## config.mk

```make
export PLATFORM = sky130hd
export DESIGN_NAME = register_file
export DESIGN_NICKNAME = d
export VERILOG_FILES = /design/src/rtl/register_file.sv
export SDC_FILE = /design/constraint.sdc
export NUM_CORES = 1
export LEC_CHECK = 0
export ABC_AREA = 1
export BUFFER_PORTS_ARGS = -buffer_cell sky130_fd_sc_hd__buf_2
export CAP_MARGIN = 10
export CORE_UTILIZATION = 49
export DETAILED_ROUTE_END_ITERATION = 16
export PLACE_DENSITY = 0.66
export SLEW_MARGIN = 20
export SYNTH_ARGS = -nofsm -noshare
export SYNTH_HDL_FRONTEND = slang
export SYNTH_SLANG_ARGS = --single-unit
export TNS_END_PERCENT = 20
```

## constraint.sdc

```tcl
create_clock -name Clock -period 6.3 [get_ports Clock]
set_clock_uncertainty 0.2 [all_clocks]
set_input_delay 1.26 -clock Clock [delete_from_list [all_inputs] [get_ports Clock]]
set_output_delay 1.26 -clock Clock [all_outputs]
set_load 0.02 [all_outputs]
```

## src/rtl/register_file.sv

```systemverilog
// register_file: general-purpose register file feeding the ALU compare stage.
// Two combinational read ports and one synchronous write port. Register 0
// reads as zero and has no storage. WriteCount tracks committed writes and
// wraps silently at 8 bits.
module register_file #(
    parameter int DATA_WIDTH = 16,
    parameter int ADDR_WIDTH = 3,
    parameter int BYPASS     = 0
) (
    input  logic                  Clock,
    input  logic                  Reset,
    input  logic                  RegWrite,
    input  logic [ADDR_WIDTH-1:0] ReadReg1,
    input  logic [ADDR_WIDTH-1:0] ReadReg2,
    input  logic [ADDR_WIDTH-1:0] WriteReg,
    input  logic [DATA_WIDTH-1:0] WriteData,
    output logic [DATA_WIDTH-1:0] ReadData1,
    output logic [DATA_WIDTH-1:0] ReadData2,
    output logic [7:0]            WriteCount
);

    localparam int NUM_REGS = 2 ** ADDR_WIDTH;

    // Register 0 is deliberately absent from the storage array.
    logic [DATA_WIDTH-1:0] regs [1:NUM_REGS-1];
    logic                  wr_commit;

    // A write commits only when enabled, aimed at a real register, and not
    // held in reset. X on WriteReg cannot leak through while RegWrite is 0.
    assign wr_commit = RegWrite && (WriteReg != '0) && !Reset;

    // Storage: async clear, one-cycle write of the addressed register.
    always_ff @(posedge Clock or posedge Reset) begin
        if (Reset) begin
            for (int i = 1; i < NUM_REGS; i++) begin
                regs[i] <= '0;
            end
        end else if (wr_commit) begin
            for (int i = 1; i < NUM_REGS; i++) begin
                if (WriteReg == ADDR_WIDTH'(i)) begin
                    regs[i] <= WriteData;
                end
            end
        end
    end

    // Committed-write counter; free-running 8-bit wrap with no flag.
    always_ff @(posedge Clock or posedge Reset) begin
        if (Reset) begin
            WriteCount <= '0;
        end else if (wr_commit) begin
            WriteCount <= WriteCount + 8'd1;
        end
    end

    // Read port 1: address decode, with optional write-through of WriteData.
    always_comb begin
        ReadData1 = '0;
        for (int i = 1; i < NUM_REGS; i++) begin
            if (ReadReg1 == ADDR_WIDTH'(i)) begin
                ReadData1 = regs[i];
            end
        end
        // wr_commit already excludes register 0, so reads of 0 stay zero.
        if ((BYPASS != 0) && wr_commit && (ReadReg1 == WriteReg)) begin
            ReadData1 = WriteData;
        end
    end

    // Read port 2: same structure as port 1.
    always_comb begin
        ReadData2 = '0;
        for (int i = 1; i < NUM_REGS; i++) begin
            if (ReadReg2 == ADDR_WIDTH'(i)) begin
                ReadData2 = regs[i];
            end
        end
        if ((BYPASS != 0) && wr_commit && (ReadReg2 == WriteReg)) begin
            ReadData2 = WriteData;
        end
    end

endmodule
```

==> impl_metrics.json, run 1 <==
{
  "status": "completed",
  "p_per_area_nw_per_um2": 346,
  "clkTransAtPathRegs_ns": 0.05,
  "leakagePower_uw": 0.00366,
  "ios": 68,
  "ys.warnings.count": 0,
  "use_met1_pct": 38.1,
  "use_met2_pct": 50.2,
  "ys_top_cells_by_count": "230 x nand2_1, 120 x dfrtp_1, 91 x o21ai_0, 76 x nand4_1, 71 x inv_1",
  "track_usage_pct": 30.1,
  "drt_wl_total_mm": 20.1,
  "cts_sinks": 120,
  "synth_cell_types": 31,
  "max_clock_freq_ghz": 0.201,
  "hold_viol_final": 0,
  "grt_setup_unrepaired": "no",
  "fin_util_pct": 57.1,
  "synth_cells": 885,
  "min_period_ns": 4.97,
  "slowest_stage": "nor3_4",
  "cts_buffers": 17,
  "critPathKind": "in -> out",
  "busiest_layer": "met2",
  "grt_max_degree": 82,
  "synth_top_area_share_pct": 44.4,
  "irDropWorstVdd_mv": 0.237,
  "critical-path-max-stage-delay_ns": 0.89,
  "synth_flop_cell": "dfrtp_1",
  "grt_use_met3_pct": 5.99,
  "fp.dieW_um": 120,
  "core_area_um2": 13300,
  "synth_seq_cells": 120,
  "start_kind": "primary input",
  "fp-row-count": 42,
  "hpwl_mm": 13.3,
  "cp.arrival_ns": 3.51,
  "antenna_found_initial": 0,
  "maxSlewViolCount": 0,
  "dr.pass1.iters": 5,
  "synthArstFlopShare_pct": 100,
  "fill_cells": 1301,
  "hold_path_class": "reg -> reg",
  "post_cts_resize_count": 0,
  "syn_area_um2": 6770,
  "fin_crit_sh_pct": 78.9,
  "numPortBuffers": 67,
  "clkLatencyLatePin_ns": 0.42,
  "drc": 0,
  "start_util_pct": 50.7,
  "synth_nets": 914,
  "timing.critical_path.cells": "buf_2, inv_2, nor3_4, inv_1, nand3_1, o21ai_0, buf_2",
  "synth-edff-count": 0,
  "whs_ns": 0.284,
  "cts_setup_buffers": 0,
  "dieArea_um2": 14300,
  "drive_above_1_share_pct": 17.5,
  "grt_overflow": 0,
  "dp_cells": 1078,
  "grt_pass1_wl_mm": 32.6,
  "wire_per_inst_um": 18.1,
  "syn_to_final_growth_pct": 12.6,
  "cp.required_ns": 4.84,
  "clock_path_buffers": 2,
  "grt_pass1_vias": 6094,
  "gp_congestion": 0.862,
  "dr_total_vias": 6366,
  "drt_iter0_markers": 614,
  "synth-seq-area-share_pct": 44.4,
  "antenna_cells": 0,
  "syn_avg_cell_area_um2": 7.65,
  "final_cells": 1109,
  "post-synth-top-count-cell": "nand2_1",
  "die_y_um": 120,
  "ant_nets": 0,
  "synth_area_leaders": "dfrtp_1 44%, nand2_1 13%, nand4_1 7.0%",
  "crit_fanout": 33,
  "finalPower_uw": 2640,
  "maxSlewHeadroom_pct": 30.5,
  "critPathMostFrequentCell": "buf_2",
  "setup_viol": 0,
  "nNetsFinal": 950,
  "hold_buffers": 0,
  "yosys.area.top_type": "dfrtp_1",
  "root_buffer": "clkbuf_16",
  "finalSetupTns_ns": 0,
  "drv_cap": 0,
  "vias_per_cell": 5.74,
  "h-tree-depth": 4,
  "crit_path_end_kind": "primary output",
  "worst_slew_pin_slew_ns": 1.04,
  "cts_tree": "yes"
}
[report_power, final]
group / switching [uW] / total [uW] / internal (uW)
sequential: 147 / 1100 / 951
clock: 345 / 960 / 615
combinational: 378 / 580 / 202
[final timing paths]
check                              start       endpoint  slack [ns]  cells past startpoint
min in group asynchronous          Reset      regs[111]        0.81                      2
min reg2reg                     regs[93]       regs[93]        0.28                      2
max in group asynchronous          Reset       regs[57]        4.09                      3
max reg2reg                WriteCount[0]  WriteCount[4]        4.94                      5
max                          ReadReg1[0]   ReadData1[6]        1.33                      7
min                             regs[93]       regs[93]        0.28                      2
[registers in the layout, indices dropped and copies added (netlist names)]
register	count
regs	112
WriteCount	8
[logic make-up (layout without fill, tap and decap cells)]
family	after synthesis	count (layout)	synth area share, %
AOI/OAI and AO/OA	176	176	14.7
xor gates and xnor gates	4	4	0.518
adders and majority gates	1	1	0.185
buffers and inverters	139	187	9.65
DFF	120	120	44.4
and+or+nand+nor	445	445	30.6
[metal layers]
layer  vias to the layer above  wire length, um
li1                       3028                -
met5                         -                0
met3                        44             1310
met1                      3025             8260
met2                       269             9960
met4                         0              576
[stage by stage]
step	area, um2	setup slack (ns)
3_3_place_gp	7040	1.48
4_1_cts	7620	1.36
3_5_place_dp	7040	1.37
2_1_floorplan	6770	1.65
6_report	7620	1.33
5_1_grt	7620	1.16
[cell type report]
| type | instances | area [um2] | share of cell area, % |
|---|---|---|---|
| clock buffer | 21 | 480 | 6.30 |
| clock inverter | 10 | 100 | 1.31 |
| inverter | 82 | 318 | 4.17 |
| multi-input combinational | 626 | 3110 | 40.9 |
| sequential | 120 | 3000 | 39.4 |
| tap | 176 | 220 | 2.89 |
| timing repair buffer | 74 | 388 | 5.09 |
[layout by cell type (no fill, tap or decap), drive strengths merged, types with 2 or more instances in the layout]
| master | synthesis | routed |
|---|---|---|
| o21ai | 107 | 107 |
| o211ai | 15 | 15 |
| clkinv | 0 | 8 |
| a21oi | 53 | 53 |
| nand2 | 247 | 247 |
| bufinv | 0 | 2 |
| buf | 48 | 74 |
| clkbuf | 9 | 21 |
| nor2 | 69 | 69 |
| xor2 | 3 | 3 |
| nand3 | 46 | 46 |
| inv | 82 | 82 |
| nor3 | 5 | 5 |
| nand4 | 76 | 76 |
| dfrtp | 120 | 120 |
[worst max-delay path, delay by kind of cell]
kind	cells	cell delay [ns]
AO/OA/AOI/OAI	1	0.08
AND/OR/NAND/NOR	2	1.00
buffers and inverters	4	1.12
(Power assumes the default switching activity.)
==> run 2: changes to the inputs <==
--- a/config.mk
+++ b/config.mk
@@ -10,7 +10,7 @@
 export CAP_MARGIN = 10
 export CORE_UTILIZATION = 49
 export DETAILED_ROUTE_END_ITERATION = 16
-export PLACE_DENSITY = 0.66
+export PLACE_DENSITY = 0.69
 export SLEW_MARGIN = 20
 export SYNTH_ARGS = -nofsm -noshare
 export SYNTH_HDL_FRONTEND = slang
==> constraint.sdc (replaced) <==
create_clock -name Clock -period 4.5 [get_ports Clock]
set_clock_uncertainty 0.2 [all_clocks]
set_input_delay 0.9 -clock Clock [delete_from_list [all_inputs] [get_ports Clock]]
set_output_delay 0.9 -clock Clock [all_outputs]
set_load 0.02 [all_outputs]
==> run 2 against run 1 <==
Against the previous run:
- sequential power is 40% higher
- die area unchanged
- sequential cell count unchanged
- highest routed layer unchanged
- critical path type unchanged
- final cell count increased by 0.18%
==> impl_metrics.json, run 2 (synthesis results as in run 1) <==
{
  "dieArea_um2": 14300,
  "start_util_pct": 50.7,
  "antenna_found_initial": 0,
  "hold_buffers": 0,
  "whs_ns": 0.285,
  "gp_congestion": 0.942,
  "fp.dieW_um": 120,
  "reg_top3": "regs (112), WriteCount (8)",
  "grt_max_degree": 70,
  "syn_to_final_growth_pct": 14.1,
  "fin_crit_sh_pct": 80.7,
  "crit_fanout": 37,
  "critPathKind": "in -> out",
  "fin_ws_ns": 0.870,
  "track_usage_pct": 29.8,
  "hold_path_class": "reg -> reg",
  "ios": 68,
  "final_common_cell": "nand2_1",
  "drv_cap": 0,
  "drive_above_1_share_pct": 17.8,
  "fill_cells": 1257,
  "start_kind": "primary input",
  "cts_setup_buffers": 0,
  "place_area_um2": 7090,
  "wire_per_inst_um": 17.9,
  "grt_pass1_vias": 6087,
  "clock_path_buffers": 2,
  "die_y_um": 120,
  "regArea_um2": 3000,
  "grt_pass1_wl_mm": 32.6,
  "hpwl_mm": 13.2,
  "drt_iter0_markers": 755,
  "grt_setup_unrepaired": "no",
  "cp.arrival_ns": 2.53,
  "irDropWorstVdd_mv": 0.354,
  "cp.required_ns": 3.40,
  "ant_nets": 0,
  "worst_slew_pin_slew_ns": 0.859,
  "grt_overflow": 0,
  "p_per_area_nw_per_um2": 495,
  "h-tree-depth": 4,
  "post_cts_resize_count": 0,
  "largest_reg_flops": 112,
  "finalSetupTns_ns": 0,
  "cts_sinks": 120,
  "maxSlewHeadroom_pct": 42.6,
  "hold_viol_final": 0,
  "drt_wl_total_mm": 19.9,
  "pre_cts_slack_ns": 0.895,
  "multi_input_area_um2": 3120,
  "cts_buffers": 17,
  "final_cell_mix": "230 x nand2_1, 120 x dfrtp_1, 91 x o21ai_0, 76 x nand4_1, 70 x inv_1",
  "drc": 0,
  "regMostFlops": "regs",
  "nNetsFinal": 954,
  "min_path_cells": 2,
  "setup_viol": 0,
  "max_clock_freq_ghz": 0.275,
  "cts_tree": "yes",
  "core_area_um2": 13300,
  "final_area_um2": 7720,
  "vias_per_cell": 5.81,
  "maxSlewViolCount": 0,
  "clkLatencyLatePin_ns": 0.41,
  "dr.pass1.iters": 5,
  "fp-row-count": 42,
  "min_period_ns": 3.63,
  "crit_path_end_kind": "primary output",
  "numPortBuffers": 67,
  "root_buffer": "clkbuf_16",
  "leakagePower_uw": 0.00370,
  "status": "completed",
  "antenna_cells": 0,
  "dr_total_vias": 6453,
  "r2r_cells": 5,
  "clkTransAtPathRegs_ns": 0.05
}
## run 2: power by group
part | internal [uW] | switching, uW | total (uW)
registers | 1330 | 212 | 1540
logic | 286 | 531 | 817
clock network | 991 | 473 | 1460
total | 2610 | 1220 | 3820
## run 2: per-stage QoR
step,util (%),std cells,total power [uW]
after floorplan,-,885,2090
after global placement,53.1,1082,2350
after detailed placement,53.1,1082,2360
after CTS,57.9,1111,3830
after global routing,57.9,1111,4020
final,57.9,1111,3820
## run 2: final timing paths
check                               from            end  slack [ns]
max in group asynchronous          Reset      regs[105]        2.85
min in group asynchronous          Reset        regs[0]        0.43
min                             regs[50]       regs[50]        0.28
max                          ReadReg1[2]   ReadData1[9]        0.87
min reg2reg                     regs[50]       regs[50]        0.28
max reg2reg                WriteCount[0]  WriteCount[4]        3.10
## run 2: worst max-delay path, cell delays in order
cell     delay [ns]
buf_2          0.17
inv_2          0.52
nor3_4         0.03
buf_4          0.25
a21oi_1        0.22
nand3_1        0.14
nand2_1        0.11
buf_2          0.17
## run 2: area by class of cell
| class | count | share of cell area [%] |
|---|---|---|
| multi-input cells | 626 | 40.4 |
| flip-flops and latches | 120 | 38.9 |
| clock buffers | 22 | 6.40 |
| repair buffers | 78 | 5.57 |
| inverters | 82 | 4.08 |
| well taps | 176 | 2.85 |
| clock inverters | 7 | 1.83 |
## run 2: per-layer routing
metal  vias to the layer above  share of wire (%)  track usage, %
li1                       3034                  -               -
met1                      3064                 42            38.6
met2                       301                 48            48.3
met3                        54                6.6            5.61
met4                         0                3.7            13.7
met5                         -                  0               0
